File: config.mk
export PLATFORM = sky130hd
export DESIGN_NAME = sd_block_read
export DESIGN_NICKNAME = d
export VERILOG_FILES = /design/src/rtl/sd_block_read.sv
export SDC_FILE = /design/constraint.sdc
export NUM_CORES = 1
export LEC_CHECK = 0
export CAP_MARGIN = 10
export CORE_UTILIZATION = 49
export DETAILED_ROUTE_END_ITERATION = 8
export PLACE_DENSITY_LB_ADDON = 0.3
export RECOVER_POWER = 50
export SYNTH_ARGS = -nofsm -noshare
export SYNTH_HDL_FRONTEND = slang
export SYNTH_SLANG_ARGS = --single-unit
File: constraint.sdc
create_clock -name clk -period 3.1 [get_ports clk]
set_input_delay 0.775 -clock clk [delete_from_list [all_inputs] [get_ports clk]]
set_output_delay 0.775 -clock clk [all_outputs]
set_load 0.01 [all_outputs]
File: src/rtl/sd_block_read.sv
// rtl/sd_block_read.sv - SPI-mode SD single-block (CMD17) reader with byte stream out
// Optional SD_READ_CRC_CHECK_EN: check CRC16-CCITT of the data block against the card's CRC.
module sd_block_read #(
    parameter int R1_TIMEOUT    = 8,
    parameter int TOKEN_TIMEOUT = 1023
) (
    input  logic        clk,
    input  logic        reset,
    input  logic        initDone,
    input  logic        start,
    input  logic [31:0] blockAddr,
    input  logic        DO,
    output logic        SCLK,
    output logic        DI,
    output logic        CS,
    output logic [7:0]  rdData,
    output logic        rdValid,
    input  logic        rdReady,
    output logic        busy,
    output logic        done,
    output logic [2:0]  error
);

    typedef enum logic [3:0] {
        S_IDLE, S_PRE, S_CMD, S_R1WAIT, S_TOKWAIT, S_DATA, S_CRC, S_POST, S_DONE
    } state_t;

    localparam logic [9:0] R1_LAST  = 10'(R1_TIMEOUT - 1);
    localparam logic [9:0] TOK_LAST = 10'(TOKEN_TIMEOUT - 1);

    state_t      state;
    logic [54:0] tx_sr;     // bits still to send after the one currently on DI
    logic [6:0]  rx_sr;
    logic [2:0]  bit_cnt;
    logic [9:0]  byte_cnt;
    logic [7:0]  rx_byte;

    assign rx_byte = {rx_sr, DO};

`ifdef SD_READ_CRC_CHECK_EN
    logic [15:0] crc_calc;
    logic [15:0] crc_step;
    logic [7:0]  crc_hi;

    always_comb begin
        crc_step = {crc_calc[14:0], 1'b0} ^ ((crc_calc[15] ^ DO) ? 16'h1021 : 16'h0000);
    end
`endif

    always_ff @(posedge clk or negedge reset) begin
        if (!reset) begin
            state    <= S_IDLE;
            SCLK     <= 1'b0;
            DI       <= 1'b1;
            CS       <= 1'b1;
            rdData   <= 8'h00;
            rdValid  <= 1'b0;
            busy     <= 1'b0;
            done     <= 1'b0;
            error    <= 3'd0;
            tx_sr    <= '1;
            rx_sr    <= 7'd0;
            bit_cnt  <= 3'd0;
            byte_cnt <= 10'd0;
`ifdef SD_READ_CRC_CHECK_EN
            crc_calc <= 16'h0000;
            crc_hi   <= 8'h00;
`endif
        end else begin
            done <= 1'b0;
            case (state)
                S_IDLE: begin
                    if (start && initDone) begin
                        state    <= S_PRE;
                        CS       <= 1'b0;
                        DI       <= 1'b1;
                        busy     <= 1'b1;
                        error    <= 3'd0;
                        tx_sr    <= {7'h7F, 8'h51, blockAddr, 8'hFF};
                        bit_cnt  <= 3'd0;
                        byte_cnt <= 10'd0;
`ifdef SD_READ_CRC_CHECK_EN
                        crc_calc <= 16'h0000;
`endif
                    end
                end
                S_DONE: state <= S_IDLE;
                default: begin
                    // rdValid only rises in DATA; while it is up SCLK stays low
                    if (rdValid) begin
                        if (rdReady) begin
                            rdValid <= 1'b0;
                            if (byte_cnt == 10'd511) begin
                                state    <= S_CRC;
                                byte_cnt <= 10'd0;
                            end else begin
                                byte_cnt <= byte_cnt + 10'd1;
                            end
                        end
                    end else if (!SCLK) begin
                        SCLK <= 1'b1;
                    end else begin
                        SCLK    <= 1'b0;
                        DI      <= tx_sr[54];
                        tx_sr   <= {tx_sr[53:0], 1'b1};
                        rx_sr   <= rx_byte[6:0];
                        bit_cnt <= bit_cnt + 3'd1;
`ifdef SD_READ_CRC_CHECK_EN
                        if (state == S_DATA) crc_calc <= crc_step;
`endif
                        if (bit_cnt == 3'd7) begin
                            case (state)
                                S_PRE: begin
                                    state    <= S_CMD;
                                    byte_cnt <= 10'd0;
                                end
                                S_CMD: begin
                                    if (byte_cnt == 10'd5) begin
                                        state    <= S_R1WAIT;
                                        byte_cnt <= 10'd0;
                                    end else begin
                                        byte_cnt <= byte_cnt + 10'd1;
                                    end
                                end
                                S_R1WAIT: begin
                                    if (!rx_byte[7]) begin
                                        if (rx_byte == 8'h00) begin
                                            state    <= S_TOKWAIT;
                                            byte_cnt <= 10'd0;
                                        end else begin
                                            error <= 3'd2;
                                            state <= S_POST;
                                            CS    <= 1'b1;
                                        end
                                    end else if (byte_cnt == R1_LAST) begin
                                        error <= 3'd1;
                                        state <= S_POST;
                                        CS    <= 1'b1;
                                    end else begin
                                        byte_cnt <= byte_cnt + 10'd1;
                                    end
                                end
                                S_TOKWAIT: begin
                                    if (rx_byte == 8'hFE) begin
                                        state    <= S_DATA;
                                        byte_cnt <= 10'd0;
                                    end else if (rx_byte[7:4] == 4'h0) begin
                                        error <= 3'd4;
                                        state <= S_POST;
                                        CS    <= 1'b1;
                                    end else if (byte_cnt == TOK_LAST) begin
                                        error <= 3'd3;
                                        state <= S_POST;
                                        CS    <= 1'b1;
                                    end else begin
                                        byte_cnt <= byte_cnt + 10'd1;
                                    end
                                end
                                S_DATA: begin
                                    rdData  <= rx_byte;
                                    rdValid <= 1'b1;
                                end
                                S_CRC: begin
                                    if (byte_cnt == 10'd0) begin
                                        byte_cnt <= 10'd1;
`ifdef SD_READ_CRC_CHECK_EN
                                        crc_hi   <= rx_byte;
`endif
                                    end else begin
                                        state <= S_POST;
                                        CS    <= 1'b1;
`ifdef SD_READ_CRC_CHECK_EN
                                        if ({crc_hi, rx_byte} != crc_calc) error <= 3'd5;
`endif
                                    end
                                end
                                S_POST: begin
                                    state <= S_DONE;
                                    busy  <= 1'b0;
                                    done  <= 1'b1;
                                end
                                default: ;
                            endcase
                        end
                    end
                end
            endcase
        end
    end

endmodule

==> results of run 1 <==
==> layout by cell type, fill, tap and decap left out, types with 7 or more instances in the layout <==
cell type and n:
a21oi_1 14, a22o_1 7, a31oi_1 33, buf_4 12, clkbuf_8 9, clkdlybuf4s50_1 46, dfrtp_1 39, dfstp_2 49
dlygate4sd3_1 7, inv_1 10, mux2_2 12, nand2_1 99, nand3_1 12, nand4_1 8, nor2_1 45, nor3_1 8
o21ai_0 15, o22a_1 13
==> cells by family after synthesis <==
| kind of cell | after synthesis |
|---|---|
| muxes | 13 |
| and+or+nand+nor | 209 |
| adders and majority gates | 7 |
| AOI/OAI and AO/OA | 113 |
| DFF | 88 |
| buffers and inverters | 40 |
==> layout make-up <==
cell class	instances	area share
Inverter	10	0.00704
Clock buffer	10	0.0279
Timing Repair Buffer	69	0.123
Clock inverter	6	0.0155
Sequential cell	88	0.425
Tap cell	108	0.0253
Multi-Input combinational cell	342	0.377
==> worst min path at each step <==
stage | to | slack (ns) | cells past startpoint | startpoint
finish | bit_cnt[0] | 0.48 | 1 | bit_cnt[0]
global route | bit_cnt[0] | 0.50 | 1 | bit_cnt[0]
detailed placement | bit_cnt[0] | 0.47 | 1 | bit_cnt[0]
floorplan | bit_cnt[0] | 0.45 | 1 | bit_cnt[0]
global placement | bit_cnt[0] | 0.46 | 1 | bit_cnt[0]
CTS | bit_cnt[0] | 0.48 | 1 | bit_cnt[0]
==> critical path, stage by stage <==
cell,delay (ns)
clkdlybuf4s50_1,0.46
nor4_1,0.39
nand2_1,0.15
a221o_1,0.34
a211o_1,0.35
nand2b_4,0.21
o41ai_1,0.23
==> state kept, by name, summed over array words and instances, names as in the netlist, 3 cells and up <==
signal and count:
tx_sr 47, error 3, rdData 8, rx_sr 7, state 4, byte_cnt 10, bit_cnt 3
==> per-layer routing <==
layer,GRT usage,vias up,wire length (um)
met5,0,-,0
met4,0.0735,0,204
met3,0.0361,24,449
met2,0.327,117,4570
met1,0.323,1751,4640
li1,-,1777,-
==> stage by stage <==
stage | total power (W) | util | setup WS [ns] | cell area [sq um] | hold WS [ns]
global placement | 0.00468 | 0.586 | 0.158 | 5110 | 0.463
global route | 0.00607 | 0.611 | 0.264 | 5330 | 0.500
finish | 0.00564 | 0.611 | 0.427 | 5330 | 0.479
floorplan | 0.00397 | - | 0.780 | 4420 | 0.446
CTS | 0.00567 | 0.612 | 0.452 | 5340 | 0.481
detailed placement | 0.00476 | 0.586 | 0.0955 | 5110 | 0.469
==> power by group <==
| group | leakage (nW) | switching (W) | internal, W |
|---|---|---|---|
| sequential | 1.03 | 0.000344 | 0.00182 |
| clock | 0.113 | 0.000453 | 0.000440 |
| combinational | 1.07 | 0.00149 | 0.00108 |
| total | 2.22 | 0.00229 | 0.00335 |
==> flow_summary.yaml, run 1 <==
timing:
  rsz0062_at_grt: "false"
  skew_ns: 0.0160
  setup_tns_ns: 0
  setup_viol: 0
  finalHoldViolCount: 0
  worst-slew-pin-transition_ns: 1.58
  post-route-period-util: 0.862
  min_period_ns: 2.67
  fmax_mhz: 374
  slew_headroom: -0.0539
  final-max-slew-violation-count: 66
placed_design:
  dpl.cell_count: 617
  gp_routability_congestion: 0.904
  portBuffers: 54
  dp_hpwl_mm: 6.74
synthesis:
  syn-num-nets: 514
  synth_common_cells: "nand2_1, dfstp_2, nor2_1"
  synth-compound-area-share: 0.174
  synth_cell_types: 57
  synth_xor_area_frac: 0
  synthAdderAreaFrac: 0.0193
  syn_area_sq_um: 4420
  synth_top_flop_cell: "dfstp_2"
  yosys_warnings: 0
  synth.most_common_cell: "nand2_1"
  ys_seq_elements: 88
  synth_area_leaders: "dfstp_2, dfrtp_1, nand2_1"
  synth_top_area_share: 0.292
  async_flop_share: 1.00
  muxShareOfSynthArea: 0.0329
  synth_edf_count: 0
  syn_avg_cell_area_sq_um: 9.39
  synth_top_family_by_area: "simple AND/OR/NAND/NOR gates"
  yosys.area.top_type: "dfstp_2"
  synth_seq_area_share: 0.513
  yosys.area_share.simple: 0.225
  syn_inst: 470
clock_network:
  clk_pin_slew_ns: 0.09
  ctsHoldBuffers: 0
  h-tree-depth: 3
  cts_buffer_depth: 2
  post_cts_buffers: 0
  post_cts_resized: 0
  cts-buffers-inserted: 9
  root_buffer: "clkbuf_8"
  cts_tree: "done"
  cts.sinks: 88
  clock_latency_ns: 0.35
critical_path:
  worstReg2RegEnd: "state[0]"
  rr_worst_depth: 5
  cp-endpoint: "byte_cnt[6]"
  crit_type: "in2reg"
  critical_path.max_fanout: 7
  r2r_setup_slack_ns: 0.50
  critPathLaunch: "DO"
  crit_required_ns: 3.34
  cp-start-kind: "input port"
  endpoint_kind: "flop"
  rr_startpoint: "state[0]"
  cp.arrival_ns: 2.91
drt:
  drt-total-wl_mm: 9.86
  drt_first_iter_violations: 267
  viasPerCell: 5.80
  drtAntennaViolNets: 0
  dr.pass1.iters: 5
  drc: 0
  wire_per_inst_um: 15.6
  vias: 3669
global_route:
  antenna_found_initial: 0
  grt_pass1_vias: 3419
  grt.total_usage: 0.219
  grt_max_degree: 76
  grt_overflow: 0
  grt_pass1_wl_mm: 16.8
finish:
  seq_area_sq_um: 2260
  final_nets: 564
  syn_to_final_growth_pct: 20.7
  multiInputGateArea_sq_um: 2010
  diodes: 0
  final_layout_size_suffix_gt1_frac: 0.194
  layout.cells.non_filler: 633
  fill_cells: 726
floorplan:
  ioPinCount: 55
  chipHeight_um: 96.9
  core_area_sq_um: 8720
  die_x_um: 96.9
  initial_core_util: 0.506
  die_area_sq_um: 9390
  fp-row-count: 34
power:
  leakage_nw: 2.22
  vdd_drop_max_v: 0.00109
  cellPowerDensity_nw_per_um2: 1060
status:
  outcome: "complete, but fails checks"
  violations: "capacitance limit, slew limit"
run:
  cap_violations: 1
min_path:
  hp-class: "reg2reg"
Note: power is estimated with default switching activity, not from simulation.
==> run 2: changes to the inputs <==
- CTS_CLUSTER_SIZE: not set -> 40
- SETUP_SLACK_MARGIN: not set -> 0.3
- clock period: 3.1 -> 2.5 ns (I/O delays scaled with it)
==> run 2 against run 1 <==
Net effect: the run now ends clean; non-clock buffer count grew 44; highest routed layer unchanged; critical path type is now reg2reg; count of clock-buffer cells in the layout shrank 1; setup slack lost 0.22 ns; via count grew 7.9%; global-route usage grew 0.65 points; hold slack gained 0.0038 ns.
==> flow_summary.yaml, run 2 (synthesis gave the netlist of run 1 again) <==
finish:
  multiInputGateArea_sq_um: 2230
  top_regs: "tx_sr x47, byte_cnt x10, rdData x8"
  regMostFlops: "tx_sr"
  fin_area_sq_um: 5910
  fin_util: 0.677
  final_layout_size_suffix_gt1_frac: 0.334
  syn_to_final_growth_pct: 33.7
  diodes: 0
  largest_reg_flops: 47
  seq_area_sq_um: 2280
  layout_common_cells: "nand2_1, clkdlybuf4s50_1, buf_4, dfstp_2, nor2_1"
  fill_cells: 669
  final_common_cell: "nand2_1"
  final_nets: 608
drt:
  dr.pass1.iters: 5
  vias: 3958
  drt_first_iter_violations: 214
  viasPerCell: 5.85
  drt-total-wl_mm: 10.9
  drtAntennaViolNets: 0
  drc: 0
  wire_per_inst_um: 16.1
global_route:
  grt_max_degree: 54
  grt.total_usage: 0.225
  grt_overflow: 0
  grt_pass1_wl_mm: 17.2
  grt_pass1_vias: 3557
  antenna_found_initial: 0
power:
  vdd_drop_max_v: 0.000604
  power_w: 0.00759
  cellPowerDensity_nw_per_um2: 1280
  leakage_nw: 2.46
critical_path:
  cp.arrival_ns: 2.54
  endpoint_kind: "flop"
  cpPeakStageDelay_ns: 0.63
  rr_worst_depth: 7
  crit_type: "reg2reg"
  critical_path.max_fanout: 7
  cp-start-kind: "flop"
  crit_buf_inv: 1
  crit_chain: "or4_4 > nand3_2 > o2111ai_1 > a211o_1 > buf_6 > o21ai_1 > o21ai_1"
  crit_slowest_cell: "or4_4"
  cp.depth: 7
  path_delay_family: "compound AO/OA/AOI/OAI gates"
  path_common_cell: "o21ai_1"
  crit_required_ns: 2.75
min_path:
  hp-class: "reg2reg"
  whs_path_depth: 2
clock_network:
  root_buffer: "clkbuf_8"
  cts-buffers-inserted: 9
  clock_latency_ns: 0.37
  clk_pin_slew_ns: 0.11
  cts_buffer_depth: 2
  cts_tree: "done"
  cts.sinks: 88
  ctsHoldBuffers: 0
  h-tree-depth: 3
floorplan:
  die_area_sq_um: 9390
  initial_core_util: 0.506
  die_x_um: 96.9
  chipHeight_um: 96.9
  fp-row-count: 34
  core_area_sq_um: 8720
  ioPinCount: 55
timing:
  skew_ns: 0.0205
  worst-slew-pin-transition_ns: 1.21
  setup_tns_ns: 0
  hold_ws_ns: 0.483
  finalHoldViolCount: 0
  final-max-slew-violation-count: 0
  setup_viol: 0
  post-route-period-util: 0.919
  min_period_ns: 2.30
  slew_headroom: 0.190
  fmax_mhz: 435
  rsz0062_at_grt: "true"
run:
  cap_violations: 0
placed_design:
  portBuffers: 54
  gp_routability_congestion: 0.928
  dpl_cell_area_sq_um: 5300
  dp_hpwl_mm: 7.13
status:
  outcome: "finished clean"
-- run 2: per-stage QoR --
stage               std cells  setup WS, ns
floorplan                 470         0.330
finish                    677         0.204
global route              677         0.176
global placement          640        -0.266
detailed placement        640        -0.303
CTS                       661         0.249
-- run 2: layer usage --
layer	vias up	global-route usage	routed length [um]
li1	1870	-	-
met1	1946	0.308	4900
met2	123	0.360	5310
met3	19	0.0462	482
met4	0	0.0712	209
met5	-	0	0
-- run 2: timing repair --
action,4_1_cts,5_1_grt
cloned,0,1
resized for setup,14,55
pin swaps,8,14
buffers inserted,5,15
endpoints found under the setup margin,16,41
-- run 2: final timing paths --
path / startpoint / endpoint / slack [ns]
worst max-delay path: state[0] / byte_cnt[3] / 0.20
worst min-delay path: tx_sr[19] / tx_sr[20] / 0.48
worst max register to register: state[0] / byte_cnt[3] / 0.20
worst min register to register: tx_sr[19] / tx_sr[20] / 0.48
max in group asynchronous: reset / state[1] / 0.64
min in group asynchronous: reset / bit_cnt[0] / 0.51
-- run 2: report_power, final --
group | internal, W | leakage, nW | switching, W | total (W)
sequential | 0.00227 | 1.01 | 0.000406 | 0.00267
clock | 0.000487 | 0.106 | 0.000571 | 0.00106
combinational | 0.00175 | 1.34 | 0.00211 | 0.00385
-- run 2: area by class of cell --
cell class	count	share of cell area
Clock inverter	7	0.0146
Tap cell	108	0.0229
Sequential cell	88	0.386
Timing Repair Buffer	113	0.171
Inverter	10	0.00636
Multi-Input combinational cell	342	0.378
Clock buffer	9	0.0210
-- run 2: worst register-to-register path: cells and delay by family, from the launching register on --
| kind | cells | cell delay [ns] |
|---|---|---|
| buffers and inverters | 1 | 0.17 |
| and+or+nand+nor | 2 | 0.72 |
| DFF | 1 | 0.52 |
| AOI/OAI and AO/OA | 4 | 0.77 |
==> run 3: changes to the inputs <==
- CTS_CLUSTER_SIZE: 40 -> 12
- clock period: 2.5 -> 2.7 ns (I/O delays scaled with it)
==> run 3 against run 2 <==
Net effect: hold slack is essentially flat; maximum frequency shrank 3.5%; total power shrank 13%; count of clock-buffer cells in the layout is the same; non-clock buffer count shrank 28; die area is the same; first-iteration DRC count grew 30%; critical endpoint is now error[1]; largest cell class unchanged; highest routed layer unchanged.
==> flow_summary.yaml, run 3 (synthesis gave the netlist of run 1 again) <==
timing:
  fmax_mhz: 420
  skew_ns: 0.0189
  final-max-slew-violation-count: 0
  min_period_ns: 2.38
  finalHoldViolCount: 0
  setup_viol: 0
  slew_headroom: 0.100
  worst-slew-pin-transition_ns: 1.35
  rsz0062_at_grt: "false"
  setup_tns_ns: 0
  post-route-period-util: 0.881
finish:
  seq_area_sq_um: 2270
  multiInputGateArea_sq_um: 2050
  diodes: 0
  layout.cells.non_filler: 649
  layout_common_cells: "nand2_1, clkdlybuf4s50_1, dfstp_2, nor2_1, dfrtp_1"
  fill_cells: 736
  top_regs: "tx_sr x47, byte_cnt x10, rdData x8"
  largest_reg_flops: 47
  final_nets: 580
  fin_util: 0.627
  final_common_cell: "nand2_1"
  regMostFlops: "tx_sr"
  syn_to_final_growth_pct: 23.8
  final_layout_size_suffix_gt1_frac: 0.231
power:
  cellPowerDensity_nw_per_um2: 1200
  power_w: 0.00656
  vdd_drop_max_v: 0.000908
  leakage_nw: 2.26
drt:
  wire_per_inst_um: 15.7
  drt-total-wl_mm: 10.2
  drc: 0
  drtAntennaViolNets: 0
  vias: 3734
  dr.pass1.iters: 4
  viasPerCell: 5.75
  drt_first_iter_violations: 278
placed_design:
  dp_hpwl_mm: 6.74
  gp_routability_congestion: 0.917
  portBuffers: 54
  dpl.cell_count: 629
status:
  outcome: "finished clean"
floorplan:
  chipHeight_um: 96.9
  ioPinCount: 55
  fp-row-count: 34
  die_area_sq_um: 9390
  core_area_sq_um: 8720
  die_x_um: 96.9
  initial_core_util: 0.506
clock_network:
  h-tree-depth: 3
  cts-buffers-inserted: 9
  clock_latency_ns: 0.36
  cts_tree: "done"
  clk_pin_slew_ns: 0.10
  cts.sinks: 88
  root_buffer: "clkbuf_8"
  cts_buffer_depth: 2
critical_path:
  rr_worst_depth: 8
  cp-start-kind: "flop"
  crit_required_ns: 2.95
  critical_path.max_fanout: 16
  endpoint_kind: "flop"
  cp.arrival_ns: 2.63
  r2r_setup_slack_ns: 0.32
  critPathLaunch: "state[0]"
  worstReg2RegEnd: "error[1]"
  rr_startpoint: "state[0]"
  crit_type: "reg2reg"
global_route:
  antenna_found_initial: 0
  grt_overflow: 0
  grt_pass1_wl_mm: 17.4
  grt_max_degree: 76
  grt.total_usage: 0.224
  grt_pass1_vias: 3711
min_path:
  holdPathEnd: "bit_cnt[0]"
  hold_start: "bit_cnt[0]"
  whs_path_depth: 1
  hp-class: "reg2reg"
run:
  cap_violations: 0
==> run 3: cell count changes in the layout (fill, tap and decap cells not counted), moves of 3 or more <==
cell,previous run,this run
o21ai_0,9,15
dfrtp_1,26,35
o21ai_2,4,0
buf_6,3,0
mux2_2,8,12
mux2_4,4,0
buf_4,50,25
dfrtp_2,13,4
==> run 3: cell type report <==
| type | count | share of cell area |
|---|---|---|
| Sequential cell | 88 | 0.415 |
| Multi-Input combinational cell | 342 | 0.374 |
| Timing Repair Buffer | 85 | 0.143 |
| Tap cell | 108 | 0.0247 |
| Clock buffer | 9 | 0.0227 |
| Clock inverter | 7 | 0.0133 |
| Inverter | 10 | 0.00687 |
==> run 3: power by group <==
part	internal [W]	total, W	switching (W)
sequential	0.00210	0.00250	0.000401
combinational	0.00138	0.00316	0.00178
clock	0.000364	0.000902	0.000539
==> run 3: layer usage <==
layer,share of wire,wire length [um],GRT usage,vias to the layer above
met5,0,0,0,-
met2,0.46,4750,0.361,97
met1,0.47,4830,0.299,1808
li1,-,-,-,1812
met4,0.022,221,0.0861,0
met3,0.041,418,0.0434,17
==> run 3: critical path: stages, from the launching register on <==
cell and delay [ns]:
dfrtp_1 0.70, nor3_2 0.18, buf_4 0.19, o21a_1 0.12, a211oi_2 0.26, nand3_1 0.13, nor3_1 0.19, buf_4 0.15
mux2_2 0.33
==> run 3: repair_timing <==
item	CTS	global route
cloned	0	1
gates resized for setup	5	7
setup buffers	0	3
hold buffers	0	0
endpoints found under the setup margin	12	30
pin swaps	0	3
==> run 3: worst max path at each step <==
| stage | endpoint | slack (ns) |
|---|---|---|
| floorplan | byte_cnt[6] | 0.48 |
| global placement | byte_cnt[2] | -0.04 |
| detailed placement | byte_cnt[7] | -0.12 |
| CTS | state[0] | 0.32 |
| global route | error[1] | 0.13 |
| finish | error[1] | 0.32 |
==> run 3: per-stage QoR <==
step | area [sq um] | hold slack (ns) | setup WS [ns]
global route | 5470 | 0.502 | 0.127
global placement | 5200 | 0.461 | -0.0413
detailed placement | 5200 | 0.469 | -0.117
floorplan | 4420 | 0.379 | 0.480
finish | 5470 | 0.483 | 0.321
CTS | 5420 | 0.365 | 0.315
